[src/rtl/rr_arbiter_4req.sv]
// rr_arbiter_4req: 4-requester round-robin arbiter with a registered one-hot
// grant released by a valid/ready handshake. Priority rotates to the requester
// after the one just served on every completed handshake.
// Optional feature macro: RR_ARB_LOCK_EN (burst lock, up to MAX_BURST beats
// per held grant while the granted requester keeps its request high).
module rr_arbiter_4req #(
  parameter logic [1:0] RESET_PTR = 2'd0,
  parameter int         MAX_BURST = 4
) (
  input  logic       clk,
  input  logic       rst_n,
  input  logic [3:0] req,
  input  logic       gnt_ready,
  output logic [3:0] gnt,
  output logic       gnt_valid
);

  typedef enum logic {
    IDLE  = 1'b0,
    GRANT = 1'b1
  } state_t;

  // Burst counter holds 0..MAX_BURST-1.
  localparam int              BW         = (MAX_BURST > 1) ? $clog2(MAX_BURST) : 1;
  localparam logic [BW-1:0]   BURST_LAST = BW'(MAX_BURST - 1);

  state_t      state_reg, state_next;
  logic [1:0]  ptr_reg, ptr_next;
  logic [3:0]  gnt_reg, gnt_next;
  logic        gnt_valid_reg, gnt_valid_next;

  logic        handshake;
  logic [1:0]  granted_idx;
  logic [1:0]  rotated_ptr;
  logic [1:0]  search_base;
  logic [3:0]  rot_req;
  logic        found;
  logic [1:0]  win_offset;
  logic [1:0]  winner_idx;
  logic [3:0]  winner_onehot;
  logic [BW-1:0] burst_cnt;
  logic        hold;

  assign handshake   = gnt_valid_reg & gnt_ready;
  assign rotated_ptr = granted_idx + 2'd1;
  // The search in a handshake cycle already uses the rotated pointer so that
  // back-to-back grants need no bubble.
  assign search_base = handshake ? rotated_ptr : ptr_reg;
  assign found       = |req;
  assign winner_idx  = search_base + win_offset;

  // Encode the currently held one-hot grant back to an index.
  always_comb begin
    granted_idx = 2'd0;
    case (gnt_reg)
      4'b0010: granted_idx = 2'd1;
      4'b0100: granted_idx = 2'd2;
      4'b1000: granted_idx = 2'd3;
      default: granted_idx = 2'd0;
    endcase
  end

  // Rotate the request vector so that bit 0 is the highest-priority slot,
  // and build the winner one-hot from the winning index.
  generate
    for (genvar gi = 0; gi < 4; gi++) begin : g_lane
      assign rot_req[gi]       = req[search_base + 2'(gi)];
      assign winner_onehot[gi] = found && (winner_idx == 2'(gi));
    end
  endgenerate

  // First set bit of the rotated request vector wins.
  always_comb begin
    win_offset = 2'd0;
    for (int i = 3; i >= 0; i--) begin
      if (rot_req[i]) win_offset = 2'(i);
    end
  end

`ifdef RR_ARB_LOCK_EN
  localparam bit LOCK_EN = 1'b1;
  logic [BW-1:0] burst_cnt_reg, burst_cnt_next;

  assign burst_cnt = burst_cnt_reg;

  // Count beats of a held grant; any rotating handshake (including the one
  // that drops back to IDLE) restarts the count.
  always_comb begin
    burst_cnt_next = burst_cnt_reg;
    if (hold)           burst_cnt_next = burst_cnt_reg + BW'(1);
    else if (handshake) burst_cnt_next = '0;
  end

  // Burst counter register.
  always_ff @(posedge clk or negedge rst_n) begin
    if (!rst_n) burst_cnt_reg <= '0;
    else        burst_cnt_reg <= burst_cnt_next;
  end
`else
  localparam bit LOCK_EN = 1'b0;
  assign burst_cnt = '0;
`endif

  // Keep the same grant on this handshake instead of rotating (burst lock).
  assign hold = LOCK_EN & handshake & req[granted_idx] & (burst_cnt < BURST_LAST);

  // Next-state and next-grant logic.
  always_comb begin
    state_next     = state_reg;
    ptr_next       = ptr_reg;
    gnt_next       = gnt_reg;
    gnt_valid_next = gnt_valid_reg;
    case (state_reg)
      IDLE: begin
        if (found) begin
          gnt_next       = winner_onehot;
          gnt_valid_next = 1'b1;
          state_next     = GRANT;
        end
      end
      GRANT: begin
        if (handshake && !hold) begin
          ptr_next = rotated_ptr;
          if (found) begin
            gnt_next = winner_onehot;
          end else begin
            gnt_next       = 4'b0000;
            gnt_valid_next = 1'b0;
            state_next     = IDLE;
          end
        end
      end
      default: begin
        state_next     = IDLE;
        gnt_next       = 4'b0000;
        gnt_valid_next = 1'b0;
      end
    endcase
  end

  // State, pointer and grant registers.
  always_ff @(posedge clk or negedge rst_n) begin
    if (!rst_n) begin
      state_reg     <= IDLE;
      ptr_reg       <= RESET_PTR;
      gnt_reg       <= 4'b0000;
      gnt_valid_reg <= 1'b0;
    end else begin
      state_reg     <= state_next;
      ptr_reg       <= ptr_next;
      gnt_reg       <= gnt_next;
      gnt_valid_reg <= gnt_valid_next;
    end
  end

  assign gnt       = gnt_reg;
  assign gnt_valid = gnt_valid_reg;

endmodule

[config.mk]
export PLATFORM = sky130hd
export DESIGN_NAME = rr_arbiter_4req
export DESIGN_NICKNAME = d
export VERILOG_FILES = /design/src/rtl/rr_arbiter_4req.sv
export SDC_FILE = /design/constraint.sdc
export NUM_CORES = 1
export LEC_CHECK = 0
export BUFFER_PORTS_ARGS = -buffer_cell sky130_fd_sc_hd__buf_2
export CORE_UTILIZATION = 54
export CTS_BUF_LIST = sky130_fd_sc_hd__clkbuf_8 sky130_fd_sc_hd__clkbuf_16
export CTS_CLUSTER_SIZE = 30
export DETAILED_ROUTE_END_ITERATION = 10
export GPL_TIMING_DRIVEN = 0
export PLACE_DENSITY_LB_ADDON = 0.12
export REMOVE_ABC_BUFFERS = 1
export SYNTH_ARGS = -nofsm -noshare
export SYNTH_HDL_FRONTEND = slang
export SYNTH_SLANG_ARGS = --single-unit
[constraint.sdc]
create_clock -name clk -period 2.6 [get_ports clk]
set_input_delay 0.13 -clock clk [delete_from_list [all_inputs] [get_ports clk]]
set_output_delay 0.13 -clock clk [all_outputs]
set_load 0.1 [all_outputs]
==> summary.txt, run 1 <==
Outcome
  – Status: complete, but fails checks
  – Failing checks: design-rule violations

GRT
  – Initial antenna violation count: 0
  – GRT met3 Usage: 8.67%
  – Number of global-route vias before repair: 568
  – GR Util met1: 31.1%
  – Largest net degree at the start of global routing: 10
  – Total congestion overflow: 0
  – Met2 Use GR: 39.6%
  – Global routing's busiest layer: met2
  – First-pass GRT wire length: 2480 µm
  – Total GRT Usage: 24.6%

STA
  – Total negative slack: 0 ns
  – Hold Fails Final Rpt: 0
  – Tmin final: 2.45 ns
  – Max-slew headroom: 68.0%
  – # setup viols final: 0
  – Worst Max-Slew Pin Slew: 0.475 ns
  – Setup Skew: 0.00416 ns
  – RSZ-0062 raised after global routing: no
  – Slew Viols, Final: 0
  – Tcrit/Tclk final: 94.1%
  – Max Freq: 409 MHz

Logic synthesis
  – Post-synthesis adder-cell area fraction: 3.35%
  – Ranking of synthesized cells by area: dfrtp_1 27%, nand2_1 8.0%, nor2_1 6.5%
  – Main combinational cell family by area after synthesis: simple AND/OR/NAND/NOR gates
  – Async set-reset flop share out of synthesis: 100%
  – Post-Syn Instances: 89
  – Top-count cell post-synth: nand2_1
  – Avg Cell Area, Syn: 8.39 µm²
  – Number of flops mapped to enable cells by yosys: 0
  – Leading area contributor after synthesis: dfrtp_1
  – Sequential area share after synthesis: 26.8%
  – Yosys cell types: 34
  – Synth warn: 0
  – Compound-Gate Fraction of Synth Area: 22.4%
  – Synth Register Bits: 8
  – Xor/xnor share of the synthesized area: 4.69%
  – Post-synthesis mux area share: 3.02%
  – Post-Synth Simple-Gate Area: 33.7%
  – Top-area cell type share of the netlist area: 26.8%
  – Dominant synthesized flop cell: dfrtp_1
  – Most instantiated cells after synthesis: 16 x nand2_1, 13 x nor2_1, 8 x dfrtp_1, 7 x nand3_1
  – Mapped Area: 747 µm²

Route
  – DR vias: 674
  – Vias/cell: 5.86
  – DR iter-0 viols: 16
  – Post-route ant nets: 0
  – # DRC: 1
  – Drt first pass iters: 7
  – Avg WL per Cell: 14.1 µm
  – Total Wirelength: 1630 µm

Setup path
  – Startpoint types: flop
  – CP Capture Type: flop
  – Critical Path AT: 2.61 ns
  – R2R Path Start: gnt_valid
  – Max FO, Critical Path: 9
  – Critical Path RT: 2.76 ns
  – Crit Path Class: reg -> reg
  – Critical path origin: gnt_valid
  – Reg-to-reg slack, setup: 0.15 ns

Power and ir drop
  – Leakage: 0.373 nW
  – Maximum vdd drop: 0.656 mV
  – Pwr dens: 1240 nW/µm²

Cells and area
  – Final std cells w/o fill: 115
  – Area Overhead vs Synth: 11.9%
  – Number of nets in the layout: 111
  – Layout cells sized above 1: 28.0%
  – Max reg flops: 4
  – Ant diodes: 0

Die
  – FP Rows: 13
  – Core ar.: 1300 µm²
  – DIE AREA: 1540 µm²
  – # IOs: 12
  – Die height: 39.2 µm
  – Initial core utilization: 57.4%
  – Die Span X: 39.2 µm

Run
  – Max cap viols: 0

CTS
  – TritonCTS clock tree: built
  – Worst-skew pair later-pin latency: 0.23 ns
  – Clock Sinks: 8
  – Buffer count from post-CTS setup fixing: 0
  – Clock buffer depth: 2
  – Depth of the CTS H-tree: 1
  – Clock transition at path regs: 0.04 ns
  – TritonCTS Buffers: 3
  – Root buf cell: clkbuf_8

Placement
  – Final GP Congestion: 0.720
  – Placed Instances: 111
  – PortBufs: 11
  – Dpl hpwl: 1210 µm

Min path
  – Hold crit path type: in -> reg
  – Hold_sp: req[2]
metal layers:
metal | vias to the layer above | routed length [µm]
met3 | 0 | 52
met4 | 0 | 0
li1 | 342 | -
met5 | - | 0
met2 | 17 | 836
met1 | 315 | 738
what timing repair did:
item | in CTS | in global routing
endpoints found under the setup margin | 0 | 2
hold buffers | 1 | 0
hold endpoints to repair | 8 | 0
resized for setup | 0 | 2
cells by family (layout without fill, tap and decap cells):
family | count (synthesis) | after routing
buf+inv | 4 | 15
simple gates | 48 | 48
mux | 1 | 1
xor+xnor | 4 | 4
compound gates | 22 | 22
flops | 8 | 8
fa+ha+maj | 2 | 2
layout by cell type, fill, tap and decap left out, drive strengths merged, types with 2 or more instances in the layout:
cell / Yosys / routed
o21ai: 7 / 7
clkbuf: 0 / 3
or2b: 2 / 2
nand2: 17 / 17
a21oi: 4 / 4
ha: 2 / 2
dfrtp: 8 / 8
a21o: 2 / 2
nand3: 9 / 9
buf: 4 / 11
nor4: 2 / 2
nor2: 13 / 13
xnor2: 3 / 3
critical path: stages (launching register included):
cell and delay [ns]:
dfrtp_1 0.45, nand2_2 0.13, o41a_2 0.58, o31a_1 0.37, ha_1 0.27, or2b_1 0.23, nor2_1 0.15, nand3_1 0.11
nand3_2 0.08
power by group:
| part | internal [mW] | total, mW | switching (mW) |
|---|---|---|---|
| combinational | 0.200 | 0.662 | 0.462 |
| clock | 0.100 | 0.149 | 0.0489 |
| sequential | 0.168 | 0.224 | 0.0551 |
worst paths after layout:
check | cells after the start | endpoint
setup reg to reg | 8 | gnt[0]
min in group asynchronous | 2 | gnt_valid
hold / removal | 3 | state_reg
max in group asynchronous | 2 | gnt[2]
hold reg to reg | 2 | ptr_reg[1]
setup / recovery | 8 | gnt[0]
per-stage QoR:
| step | instance area (µm²) | hold slack (ns) | worst slack [ns] | utilization [%] | total power, mW |
|---|---|---|---|---|---|
| after CTS | 827 | 0.230 | 0.129 | 63.6 | 1.03 |
| after detailed placement | 776 | -0.0184 | 0.142 | 59.6 | 0.871 |
| after floorplan | 702 | -0.166 | -0.318 | - | 0.752 |
| after global routing | 836 | 0.249 | 0.0210 | 64.2 | 1.10 |
| after global placement | 776 | -0.0264 | 0.177 | 59.6 | 0.857 |
| final | 836 | 0.236 | 0.153 | 64.2 | 1.03 |
final cells by class:
cell class	count	area, µm²
fillers	123	465
flip-flops and latches	8	200
repair buffers	12	65.1
clock buffers	3	41.3
multi-input cells	77	510
well taps	15	18.8
No activity file was read; power rests on OpenSTA's default activity.
==> inputs of run 2 (changes only) <==
Settings changed: CORE_UTILIZATION 54 to 49.
Clock period 2.6 ns to 2.2 ns, I/O delays scaled along.
==> summary.txt, run 2 (same netlist as run 1, synthesis figures left out) <==
Setup path
  – Crit Path Class: reg -> reg
  – Critical Path RT: 2.30 ns
  – Slowest stage cell, crit path: dfrtp_1
  – Most Frequent Cell on Critical Path: nand2_2
  – Crit-path cells: and4bb_1 -> a22o_4 -> nand2_2 -> nand2_2 -> a21oi_2 -> o31a_1 -> buf_4 -> ha_4 -> xnor2_4 -> nor2_2 -> o21ai_1 -> nand3_1
  – CP Capture Type: flop
  – Startpoint types: flop
  – Critical Path AT: 2.43 ns
  – Max FO, Critical Path: 4
  – Max stage delay on crit path: 0.39 ns

Cells and area
  – Max reg flops: 4
  – Commonest non-fill, non-tap cell in the layout: nand2_1
  – Number of nets in the layout: 121
  – Reg area: 204 µm²
  – Area Overhead vs Synth: 38.4%
  – Layout cells sized above 1: 50.9%
  – Multi-input gate area: 626 µm²
  – Most frequent cells in the layout: 13 x nand2_1, 11 x buf_2, 9 x buf_4
  – Fillers: 101
  – Ant diodes: 0

Min path
  – Hold crit path type: in -> reg

CTS
  – TritonCTS clock tree: built
  – Clock transition at path regs: 0.04 ns
  – Clock buffer depth: 2
  – Worst-skew pair later-pin latency: 0.24 ns
  – TritonCTS Buffers: 3
  – Depth of the CTS H-tree: 1
  – Clock Sinks: 8
  – Root buf cell: clkbuf_8

Route
  – DR iter-0 viols: 16
  – Avg WL per Cell: 16.5 µm
  – # DRC: 0
  – Drt first pass iters: 4
  – DR vias: 782
  – Total Wirelength: 2060 µm
  – Vias/cell: 6.26
  – Post-route ant nets: 0

Die
  – Core ar.: 1370 µm²
  – DIE AREA: 1680 µm²
  – # IOs: 12
  – Initial core utilization: 54.7%
  – Die height: 41.0 µm
  – FP Rows: 13
  – Die Span X: 41.0 µm

Power and ir drop
  – Power Total: 1.64 mW
  – Psw: 0.848 mW
  – Sequential share of power: 16.7%
  – Leakage: 0.440 nW
  – Maximum vdd drop: 1.04 mV
  – Int Pwr: 0.796 mW
  – Clock power share: 10.8%
  – Sw frac: 51.6%
  – Combinational power share: 72.5%
  – Pwr dens: 1590 nW/µm²

STA
  – RSZ-0062 raised after global routing: yes
  – Tmin final: 2.32 ns
  – Setup Skew: 0.00572 ns
  – Slew Viols, Final: 0
  – Final WS setup: -0.124 ns
  – Hold Fails Final Rpt: 0
  – Max Freq: 430 MHz
  – Max-slew headroom: 62.4%
  – Tcrit/Tclk final: 106%
  – # setup viols final: 4
  – Worst Max-Slew Pin Slew: 0.559 ns

GRT
  – Initial antenna violation count: 0
  – Largest net degree at the start of global routing: 9
  – Total GRT Usage: 24.9%
  – Number of global-route vias before repair: 599
  – Total congestion overflow: 0
  – First-pass GRT wire length: 2520 µm

Run
  – Max cap viols: 0

Outcome
  – Failing checks: negative setup slack
  – Status: complete, but fails checks

Placement
  – Dpl ws: -0.267 ns
  – Dpl hpwl: 1150 µm
  – Final GP Congestion: 0.719
  – PortBufs: 11
-- run 2: changes by cell type in the layout (fill, tap and decap cells not counted), sizes merged --
| cell | delta |
|---|---|
| buf | +10 |
-- run 2: power groups by stage --
stage | sequential [mW] | clock, mW | combinational (mW)
6_report | 0.275 | 0.178 | 1.19
5_1_grt | 0.281 | 0.190 | 1.25
4_1_cts | 0.271 | 0.183 | 0.948
3_5_place_dp | 0.263 | 0 | 0.762
3_3_place_gp | 0.259 | 0 | 0.755
2_1_floorplan | 0.497 | 0 | 0.391
-- run 2: repair_timing --
action	4_1_cts	5_1_grt
hold buffers	1	0
endpoints found under the hold margin	8	0
resized for setup	12	15
setup endpoints to repair	4	4
buffers inserted	8	2
pin swaps	7	13
-- run 2: layout make-up --
type                       count  area share [%]
clock buffer                   3            4.00
multi-input combinational     77            60.5
sequential                     8            19.7
tap                           15            1.82
timing repair buffer          22            13.9
-- run 2: final timing paths --
path / startpoint / to / slack, ns / depth (start not counted)
max reg2reg: gnt[0] / gnt[2] / -0.12 / 12
min: gnt_ready / gnt_valid / 0.22 / 4
min in group asynchronous: rst_n / ptr_reg[0] / 0.25 / 2
max: gnt[0] / gnt[2] / -0.12 / 12
min reg2reg: state_reg / gnt_valid / 0.53 / 1
max in group asynchronous: rst_n / gnt[2] / 1.76 / 2
-- run 2: layer usage --
metal / GRT usage (%) / routed length, µm / vias to the layer above / share of wire (%)
li1: - / - / 367 / -
met1: 29.2 / 871 / 383 / 42
met2: 37.5 / 1030 / 26 / 50
met3: 9.78 / 92 / 6 / 4.5
met4: 15.0 / 66 / 0 / 3.2
met5: 0 / 0 / - / 0
-- run 2: through the flow --
| stage | area, µm² | TNS (ns) | hold slack, ns | utilization, % | cells |
|---|---|---|---|---|---|
| 2_1_floorplan | 702 | -2.68 | -0.186 | - | 85 |
| 3_3_place_gp | 776 | -0.705 | -0.0456 | 56.8 | 111 |
| 3_5_place_dp | 776 | -0.852 | -0.0426 | 56.8 | 111 |
| 4_1_cts | 946 | -0.0563 | 0.184 | 69.2 | 123 |
| 5_1_grt | 1030 | -0.682 | 0.238 | 75.6 | 125 |
| 6_report | 1030 | -0.409 | 0.219 | 75.6 | 125 |
-- run 2: critical path, delay by kind of cell, from the launching register on --
kind	cells	cell delay, ns
compound gates	4	0.61
buf+inv	1	0.15
simple gates	5	0.64
fa+ha+maj	1	0.19
xor+xnor	1	0.21
flops	1	0.39
